===== src/rtl/wave_pkg.sv =====
// Shared constants and types for the wavetable playback path.
package wave_pkg;

  localparam int unsigned DEF_WW_WIDTH   = 18;
  localparam int unsigned DEF_FRAC_WIDTH = 12;
  localparam int unsigned DEF_PH_W       = DEF_WW_WIDTH + DEF_FRAC_WIDTH;
  // BRAM port-B address-to-data delay with the output register enabled.
  localparam int unsigned READ_LATENCY   = 2;

  typedef enum logic {MUTE, RUN} state_e;

  typedef logic [DEF_PH_W-1:0] phase_t;

endpackage


===== src/rtl/phase_acc.sv =====
// One oscillator's fixed-point phase accumulator with wrap at the wave width.
// A sum that still lands past the limit after one subtraction clamps to 0.
module phase_acc
  import wave_pkg::*;
#(
  parameter int unsigned WW_WIDTH   = DEF_WW_WIDTH,
  parameter int unsigned FRAC_WIDTH = DEF_FRAC_WIDTH
) (
  input  logic                           clk,
  input  logic                           rst,
  input  logic                           clear,
  input  logic                           advance,
  input  logic                           enable,
  input  logic [WW_WIDTH+FRAC_WIDTH-1:0] step,
  input  logic [WW_WIDTH-1:0]            wave_width,
  output logic [WW_WIDTH-1:0]            index
);

  localparam int unsigned PH_W = WW_WIDTH + FRAC_WIDTH;

  logic [PH_W-1:0] phase_q, phase_d;
  logic [PH_W:0]   sum, limit, reduced;

  // Next phase: clear wins, then tick advance with single-step wrap.
  always_comb begin
    sum     = {1'b0, phase_q} + {1'b0, step};
    limit   = {1'b0, wave_width, {FRAC_WIDTH{1'b0}}};
    reduced = sum - limit;
    phase_d = phase_q;
    if (clear) begin
      phase_d = '0;
    end else if (advance) begin
      if (!enable || (wave_width == '0)) begin
        phase_d = '0;
      end else if (sum >= limit) begin
        phase_d = (reduced >= limit) ? '0 : reduced[PH_W-1:0];
      end else begin
        phase_d = sum[PH_W-1:0];
      end
    end
  end

  // Phase register.
  always_ff @(posedge clk) begin
    if (rst) begin
      phase_q <= '0;
    end else begin
      phase_q <= phase_d;
    end
  end

  assign index = phase_q[PH_W-1:FRAC_WIDTH];

endmodule


===== src/rtl/wavetable_player.sv =====
// Wavetable playback: per-oscillator phase accumulators drive BRAM read
// addresses; read data is captured after the BRAM latency and presented with
// a one-cycle valid strobe. Optional feature macro: MIXER_EN adds mix_out.
module wavetable_player
  import wave_pkg::*;
#(
  parameter int unsigned NUM_OSCILLATORS = 4,
  parameter int unsigned SAMPLE_WIDTH    = 16,
  parameter int unsigned WW_WIDTH        = DEF_WW_WIDTH,
  parameter int unsigned FRAC_WIDTH      = DEF_FRAC_WIDTH
) (
  input  logic                                           clk_in,
  input  logic                                           rst_in,
  input  logic                                           sample_tick_in,
  input  logic [WW_WIDTH-1:0]                            wave_width_in,
  input  logic                                           reload_in,
  input  logic                                           loading_in,
  input  logic [NUM_OSCILLATORS-1:0]                     osc_is_on_in,
  input  logic [NUM_OSCILLATORS*(WW_WIDTH+FRAC_WIDTH)-1:0] osc_step_in,
  output logic [NUM_OSCILLATORS*WW_WIDTH-1:0]            osc_index_out,
  input  logic [NUM_OSCILLATORS*SAMPLE_WIDTH-1:0]        osc_data_in,
  output logic [NUM_OSCILLATORS*SAMPLE_WIDTH-1:0]        osc_sample_out,
  output logic                                           sample_valid_out,
  output logic                                           overrun_out
`ifdef MIXER_EN
  ,
  output logic signed [SAMPLE_WIDTH-1:0]                 mix_out
`endif
);

  localparam int unsigned PH_W = WW_WIDTH + FRAC_WIDTH;
  // Stages T+1 .. T+1+READ_LATENCY; capture happens at the last one.
  localparam int unsigned PIPE = 1 + READ_LATENCY;

  state_e state_q;
  logic   wait_q;
  logic   seen_load_q;
  logic   mute_now;

  logic [PIPE-1:0]            pipe_q;
  logic                       valid_q;
  logic                       overrun_q;
  logic                       zero_q;
  logic [NUM_OSCILLATORS-1:0] mask_q;
  logic                       busy;
  logic                       tick_accept;

  logic signed [SAMPLE_WIDTH-1:0] cap      [NUM_OSCILLATORS];
  logic signed [SAMPLE_WIDTH-1:0] sample_q [NUM_OSCILLATORS];

  // A reload request overrides the current state in the very cycle it arrives.
  assign mute_now    = reload_in | loading_in | (state_q == MUTE);
  assign busy        = (|pipe_q) | valid_q;
  assign tick_accept = sample_tick_in & ~busy;

  // Control FSM: leave MUTE once the loader has finished, or after a short
  // grace period if the loader never started.
  always_ff @(posedge clk_in) begin
    if (rst_in) begin
      state_q     <= MUTE;
      wait_q      <= 1'b0;
      seen_load_q <= 1'b0;
    end else begin
      case (state_q)
        RUN: begin
          if (reload_in || loading_in) begin
            state_q     <= MUTE;
            wait_q      <= 1'b0;
            seen_load_q <= loading_in;
          end
        end
        default: begin
          if (reload_in) begin
            wait_q      <= 1'b0;
            seen_load_q <= 1'b0;
          end else if (loading_in) begin
            seen_load_q <= 1'b1;
          end else if (seen_load_q || wait_q) begin
            state_q <= RUN;
          end else begin
            wait_q <= 1'b1;
          end
        end
      endcase
    end
  end

  // Per-oscillator accumulators and address / sample port mapping.
  for (genvar g = 0; g < NUM_OSCILLATORS; g++) begin : g_osc
    phase_acc #(
      .WW_WIDTH  (WW_WIDTH),
      .FRAC_WIDTH(FRAC_WIDTH)
    ) u_acc (
      .clk       (clk_in),
      .rst       (rst_in),
      .clear     (mute_now),
      .advance   (tick_accept),
      .enable    (osc_is_on_in[g]),
      .step      (osc_step_in[g*PH_W +: PH_W]),
      .wave_width(wave_width_in),
      .index     (osc_index_out[g*WW_WIDTH +: WW_WIDTH])
    );
    assign osc_sample_out[g*SAMPLE_WIDTH +: SAMPLE_WIDTH] = sample_q[g];
  end

  // Capture values: zero if muted at any point in flight or osc masked at tick.
  always_comb begin
    for (int i = 0; i < NUM_OSCILLATORS; i++) begin
      cap[i] = '0;
      if (!zero_q && !mute_now && mask_q[i]) begin
        cap[i] = osc_data_in[i*SAMPLE_WIDTH +: SAMPLE_WIDTH];
      end
    end
  end

  // Tick pipeline, sample capture, valid strobe and sticky overrun.
  always_ff @(posedge clk_in) begin
    if (rst_in) begin
      pipe_q    <= '0;
      valid_q   <= 1'b0;
      overrun_q <= 1'b0;
      zero_q    <= 1'b0;
      mask_q    <= '0;
      for (int i = 0; i < NUM_OSCILLATORS; i++) begin
        sample_q[i] <= '0;
      end
    end else begin
      pipe_q    <= {pipe_q[PIPE-2:0], tick_accept};
      valid_q   <= pipe_q[PIPE-1];
      overrun_q <= overrun_q | (sample_tick_in & busy);
      if (tick_accept) begin
        zero_q <= mute_now;
        mask_q <= osc_is_on_in & {NUM_OSCILLATORS{wave_width_in != '0}};
      end else if (mute_now) begin
        zero_q <= 1'b1;
      end
      if (pipe_q[PIPE-1]) begin
        for (int i = 0; i < NUM_OSCILLATORS; i++) begin
          sample_q[i] <= cap[i];
        end
      end
    end
  end

  assign sample_valid_out = valid_q;
  assign overrun_out      = overrun_q;

`ifdef MIXER_EN
  localparam int unsigned MIX_SH = $clog2(NUM_OSCILLATORS);

  logic signed [SAMPLE_WIDTH+MIX_SH-1:0] mix_sum;
  logic signed [SAMPLE_WIDTH-1:0]        mix_q;

  // Sign-extended sum of the captured (already masked) samples.
  always_comb begin
    mix_sum = '0;
    for (int i = 0; i < NUM_OSCILLATORS; i++) begin
      mix_sum = mix_sum + (SAMPLE_WIDTH + MIX_SH)'(cap[i]);
    end
  end

  // Mix register, updated together with the per-oscillator samples.
  always_ff @(posedge clk_in) begin
    if (rst_in) begin
      mix_q <= '0;
    end else if (pipe_q[PIPE-1]) begin
      mix_q <= SAMPLE_WIDTH'(mix_sum >>> MIX_SH);
    end
  end

  assign mix_out = mix_q;
`endif

endmodule


===== config.mk =====
export PLATFORM = sky130hd
export DESIGN_NAME = wavetable_player
export DESIGN_NICKNAME = d
export VERILOG_FILES = /design/src/rtl/wave_pkg.sv /design/src/rtl/phase_acc.sv /design/src/rtl/wavetable_player.sv
export SDC_FILE = /design/constraint.sdc
export NUM_CORES = 1
export LEC_CHECK = 0
export CORE_MARGIN = 3
export CORE_UTILIZATION = 45
export CTS_BUF_LIST = sky130_fd_sc_hd__clkbuf_8
export DETAILED_ROUTE_END_ITERATION = 7
export PLACE_DENSITY_LB_ADDON = 0.25
export SYNTH_ARGS = -nofsm -noshare
export SYNTH_HDL_FRONTEND = slang
export SYNTH_SLANG_ARGS = --single-unit

===== constraint.sdc =====
create_clock -name clk_in -period 7.85 [get_ports clk_in]
set_input_delay 1.57 -clock clk_in [delete_from_list [all_inputs] [get_ports clk_in]]
set_output_delay 1.57 -clock clk_in [all_outputs]
set_load 0.05 [all_outputs]

==> out/results.txt, run 1 <==
min-delay worst type: register to register
global route overflow: 0
crit path kind: input port to register
CP startpoint kind: input port
TritonCTS clock tree: yes
die area: 0.0461 mm²
largest family of logic cells by synthesized area: compound AO/OA/AOI/OAI gates
synth top area cells: ha_1, dfxtp_1, edfxtp_1
Max VDD drop: 0.124 mV
required time of the critical path: 8.37 ns
Synth area leader: ha_1
WL per Instance: 19.6 µm
asr flop ratio synth: 0%
initial antenna violation count: 3
Syn-to-layout area delta: 26.9%
Crit Path Max Fanout: 12
fin nets: 3240
num rows: 75
highest-delay cell along the critical path: a311o_1
htree depth: 4
vias after detailed routing: 19.5k
Final Slew Violations: 0
Reg2Reg Setup Slack: 1.49 ns
post-synthesis mux area share: 3.71%
total CTS buffers: 17
average size of a mapped cell: 8.37 µm²
Clock Pin Slew Worst Setup and Hold Paths: 0.12 ns
Synth cell types: 90
Initial Util: 46.1%
Final Hold Vio Count: 0
Worst EP arrival: 7.96 ns
root buf cell: clkbuf_8
Slew HR: 34.6%
compound-gate portion of the synthesized area: 24.5%
Netlist Area Pre-Place: 0.0196 mm²
Primary FF master, synth: dfxtp_1
PnR Total Power: 2950 µW
sequential fraction of the synthesis area: 23.4%
clock period minus worst slack: 7.44 ns
leakage power total: 0.0110 µW
dpl hpwl: 52800 µm
post-route ant nets: 0
CP most frequent cell: a21oi_1
leading cell type in the layout, fill and taps excluded: clkdlybuf4s50_1
fraction of layout instances using a drive strength above 1: 9.89%
Die Ht: 215 µm
Post-Route Utilization: 58.5%
Synth top area share: 16.8%
Final period util: 94.8%
P per Cell Area: 119 mW/mm²
syn nets: 2826
simple-gate share of the synthesized area: 18.3%
RSZ-0062 raised after global routing: no
first-pass GRT wire length: 103000 µm
most frequent cells in the layout: clkdlybuf4s50_1, ha_1, nand2_1
Port Buffers: 348
largest net degree at the start of global routing: 65
Synth Area in XOR/XNOR: 6.66%
Max Cap Viol: 0
crit-path max cell delay: 0.46 ns
Die W: 215 µm
GPL Wtd Cong: 0.926
Final Skew: 0.0142 ns
detailed-route vias per instance: 5.81
worst-skew pair later-pin latency: 0.59 ns
1st-pass router iterations: 5
Post-route DRC: 0
final setup fails: 0
DRT iter0 DRCs: 1552
Synth Warn #: 0
vias in the first global route: 18.9k
maximum clock path buffer count: 2
drt total wl: 65800 µm
post-synthesis adder-cell area fraction: 17.7%
Core ar.: 0.0425 mm²
Fmax: 134 MHz
I/O pins: 349
cells after synthesis: 2343
CTS Hold Bufs: 0
status: finished clean
TNS Setup: 0 ns
Synth Register Bits: 197
gr usage total: 27.6%
Critical Path Sink Type: register
Tightest Pin Transition: 0.968 ns
clk sinks: 197
Post-synth EDFFs: 64
[cells by family after synthesis]
logic type | count (synthesis)
simple gates | 710
fa+ha+maj | 272
buf+inv | 212
mux | 72
flops | 197
compound gates | 731
xor+xnor | 149
[power breakdown]
part	leakage, µW	switching (µW)	total [µW]	internal, µW
combinational	0.00908	615	1140	528
sequential	0.00174	10.3	1080	1070
clock	0.000212	480	730	250
[per-layer routing]
| metal | wire, µm | track usage, % | up-vias |
|---|---|---|---|
| met1 | 28800 | 34.4 | 9219 |
| li1 | - | - | 9507 |
| met4 | 1710 | 8.54 | 2 |
| met3 | 3650 | 5.28 | 98 |
| met5 | 20 | 0 | - |
| met2 | 31600 | 48.2 | 630 |
[area by class of cell]
class / instances / area (µm²)
inverters: 78 / 293
repair buffers: 529 / 4890
well taps: 577 / 722
fillers: 3840 / 17600
clock buffers: 17 / 234
multi-input cells: 1934 / 14000
diodes: 2 / 5.00
flip-flops and latches: 197 / 4580
clock inverters: 15 / 181
[path summary, 6_finish.rpt]
path / start / to / depth (start not counted)
setup / recovery: osc_step_in[31] / g_osc[1].u_acc.phase_q[4]$_SDFFE_PP0P_ / 28
hold / removal: g_osc[2].u_acc.phase_q[2]$_SDFFE_PP0P_ / g_osc[2].u_acc.phase_q[2]$_SDFFE_PP0P_ / 2
setup reg to reg: g_osc[3].u_acc.phase_q[0]$_SDFFE_PP0P_ / g_osc[3].u_acc.phase_q[17]$_SDFFE_PP0P_ / 33
hold reg to reg: g_osc[2].u_acc.phase_q[2]$_SDFFE_PP0P_ / g_osc[2].u_acc.phase_q[2]$_SDFFE_PP0P_ / 2
[synth_stat cells (10+ instances only)]
library cell / instances
or3_1: 19
a211oi_1: 36
dfxtp_1: 133
o21ai_2: 11
o21bai_1: 25
buf_2: 11
nor2_1: 142
ha_1: 264
edfxtp_1: 64
o211ai_1: 16
a21o_1: 92
nand2b_1: 19
a2111oi_0: 10
nand3_1: 43
clkbuf_1: 40
mux2i_1: 67
o21a_1: 45
a22oi_1: 12
o31ai_1: 13
xnor2_1: 98
nand3b_1: 10
inv_1: 78
nor3_1: 52
o21ai_0: 153
o21ai_1: 22
nand2_1: 191
or2_2: 13
nand4_1: 42
xor2_1: 51
buf_4: 80
nor2b_1: 32
a21oi_1: 184
and2_1: 14
a211o_1: 16
a31oi_1: 18
nor4_1: 14
and3_1: 87
[critical path: cells and delay by family]
family	cells	cell delay [ns]
AO/OA/AOI/OAI	17	3.81
adder cells (fa/ha/maj)	3	1.06
buffers and inverters	2	0.68
AND/OR/NAND/NOR	4	0.51
XOR/XNOR	2	0.32
[registers in the layout (all words and copies together) (netlist names)]
| signal | cells |
|---|---|
| sample_q | 64 |
| wait_q | 1 |
| sample_valid_out | 1 |
| seen_load_q | 1 |
| zero_q | 1 |
| g_osc.u_acc.phase_q | 120 |
| state_q | 1 |
| mask_q | 4 |
| overrun_out | 1 |
| pipe_q | 3 |
[through the flow]
stage	worst slack, ns	hold slack, ns	std cells	instance area, µm²
3_5_place_dp	-0.267	0.436	3313	24400
4_1_cts	0.388	0.454	3345	24800
3_3_place_gp	-0.123	0.437	3313	24400
5_1_grt	0.00881	0.481	3349	24900
2_1_floorplan	0.513	0.420	2343	19600
6_report	0.411	0.454	3349	24900
[repair_timing]
item | CTS | global route
setup buffers | 0 | 2
gates resized for setup | 0 | 9
endpoints found under the hold margin | 0 | 0
endpoints found under the setup margin | 0 | 59
Note: power is estimated with default switching activity, not from simulation.
==> run 2: changes to the inputs <==
--- a/config.mk
+++ b/config.mk
@@ -5,7 +5,7 @@
 export SDC_FILE = /design/constraint.sdc
 export NUM_CORES = 1
 export LEC_CHECK = 0
-export CORE_MARGIN = 3
+export CORE_MARGIN = 2
 export CORE_UTILIZATION = 45
 export CTS_BUF_LIST = sky130_fd_sc_hd__clkbuf_8
 export DETAILED_ROUTE_END_ITERATION = 7
==> run 2 against run 1 <==
Die area shrank 1.9%. Worst setup slack got worse by 0.12 ns. Routed wire length down 1.7%. Power fell by 0.52%.
==> out/results.txt, run 2 (synthesis gave the netlist of run 1 again) <==
clk sinks: 197
most frequent cells in the layout: clkdlybuf4s50_1, ha_1, nand2_1
1st-pass router iterations: 5
htree depth: 4
required time of the critical path: 8.36 ns
total CTS buffers: 17
Die Ht: 213 µm
grt peak-use layer: met2
met1 usage: 34.6%
max reg flops: 120
global route overflow: 0
PnR Total Power: 2940 µW
Crit Path Max Fanout: 15
largest net degree at the start of global routing: 65
leakage power total: 0.0110 µW
P per Cell Area: 118 mW/mm²
crit-path max cell delay: 0.44 ns
gr usage total: 27.9%
initial antenna violation count: 8
Max Cap Viol: 0
Final Slew Violations: 0
CP most frequent cell: a21oi_1
drt total wl: 64600 µm
maximum clock path buffer count: 2
WHS: 0.470 ns
Port Buffers: 348
Fmax: 132 MHz
Reg with most FFs: g_osc.u_acc.phase_q
Critical Path Sink Type: register
final setup fails: 0
GRT met3 Usage: 5.62%
clock period minus worst slack: 7.56 ns
detailed-route vias per instance: 5.75
root buf cell: clkbuf_8
Final Skew: 0.0241 ns
Top Registers: g_osc.u_acc.phase_q (120), sample_q (64), mask_q (4)
leading cell type in the layout, fill and taps excluded: clkdlybuf4s50_1
Worst EP arrival: 8.07 ns
highest-delay cell along the critical path: clkdlybuf4s50_1
Tightest Pin Transition: 1.07 ns
Reg2Reg Setup Slack: 1.41 ns
CTS Hold Bufs: 0
worst-skew pair later-pin latency: 0.58 ns
met2 GRT Util: 46.2%
Slew HR: 28.0%
fin nets: 3232
post-route ant nets: 0
vias in the first global route: 18.5k
die area: 0.0453 mm²
Initial Util: 45.5%
crit path kind: input port to register
GPL Wtd Cong: 0.953
WL per Instance: 19.3 µm
Final Hold Vio Count: 0
CP startpoint kind: input port
Core ar.: 0.0431 mm²
min-delay worst type: register to register
Post-Route Utilization: 57.6%
first-pass GRT wire length: 98100 µm
Post-route DRC: 0
Die W: 213 µm
num rows: 76
fill count: 3945
fraction of layout instances using a drive strength above 1: 9.56%
status: finished clean
DRT iter0 DRCs: 1182
dpl hpwl: 51800 µm
Final period util: 96.3%
Clock Pin Slew Worst Setup and Hold Paths: 0.12 ns
Syn-to-layout area delta: 26.6%
I/O pins: 349
TritonCTS clock tree: yes
Setup Buffers After CTS: 0
Max VDD drop: 0.121 mV
vias after detailed routing: 19.3k
TNS Setup: 0 ns
==> run 2: cell types whose count changed in the layout (fill, tap and decap cells not counted), moves of 2 or more <==
| cell | delta |
|---|---|
| inv_6 | +2 |
| a211oi_2 | -3 |
| clkinv_8 | +2 |
| diode_2 | +5 |
| buf_4 | -8 |
| a2111oi_1 | +2 |
| a2111oi_0 | -2 |
| inv_12 | -2 |
| a211oi_1 | +3 |
| inv_8 | -3 |
==> run 2: per-stage QoR <==
stage | setup slack (ns) | cells | instance area, µm²
3_5_place_dp | -0.224 | 3315 | 24400
5_1_grt | -0.0368 | 3354 | 24800
2_1_floorplan | 0.513 | 2343 | 19600
4_1_cts | 0.409 | 3347 | 24800
3_3_place_gp | -0.149 | 3315 | 24400
6_report | 0.289 | 3354 | 24800
==> run 2: cell type report <==
class	instances	area, µm²	area share, %
clock buffers	17	234	0.943
clock inverters	15	173	0.696
multi-input cells	1934	14000	56.2
well taps	585	732	2.95
diodes	7	17.5	0.0706
inverters	78	293	1.18
repair buffers	521	4830	19.5
flip-flops and latches	197	4580	18.5
==> run 2: report_power, final <==
group,switching (µW),leakage [µW],internal [µW]
logic,613,0.00904,535
clock network,467,0.000202,243
registers,10.8,0.00174,1070
==> run 2: repair_timing <==
action                     in CTS  in global routing
setup endpoints to repair       0                 55
hold endpoints to repair        0                  0
resized for setup               0                  9
==> run 2: per-layer routing <==
layer	share of wire, %	wire, µm
met2	46	29600
met5	0	0
met3	6.6	4240
met1	44	28200
met4	3.9	2550
==> run 2: final timing paths <==
path,cells after the start,to,startpoint
worst min-delay path,2,g_osc[1].u_acc.phase_q[11]$_SDFFE_PP0P_,g_osc[1].u_acc.phase_q[11]$_SDFFE_PP0P_
worst max register to register,30,g_osc[3].u_acc.phase_q[16]$_SDFFE_PP0P_,g_osc[3].u_acc.phase_q[1]$_SDFFE_PP0P_
worst min register to register,2,g_osc[1].u_acc.phase_q[11]$_SDFFE_PP0P_,g_osc[1].u_acc.phase_q[11]$_SDFFE_PP0P_
worst max-delay path,31,g_osc[3].u_acc.phase_q[16]$_SDFFE_PP0P_,osc_step_in[91]
==> run 2: critical path, delay by kind of cell <==
kind / cells / cell delay (ns)
simple gates: 6 / 0.96
xor+xnor: 2 / 0.36
compound gates: 17 / 3.36
fa+ha+maj: 3 / 1.00
buf+inv: 3 / 0.79
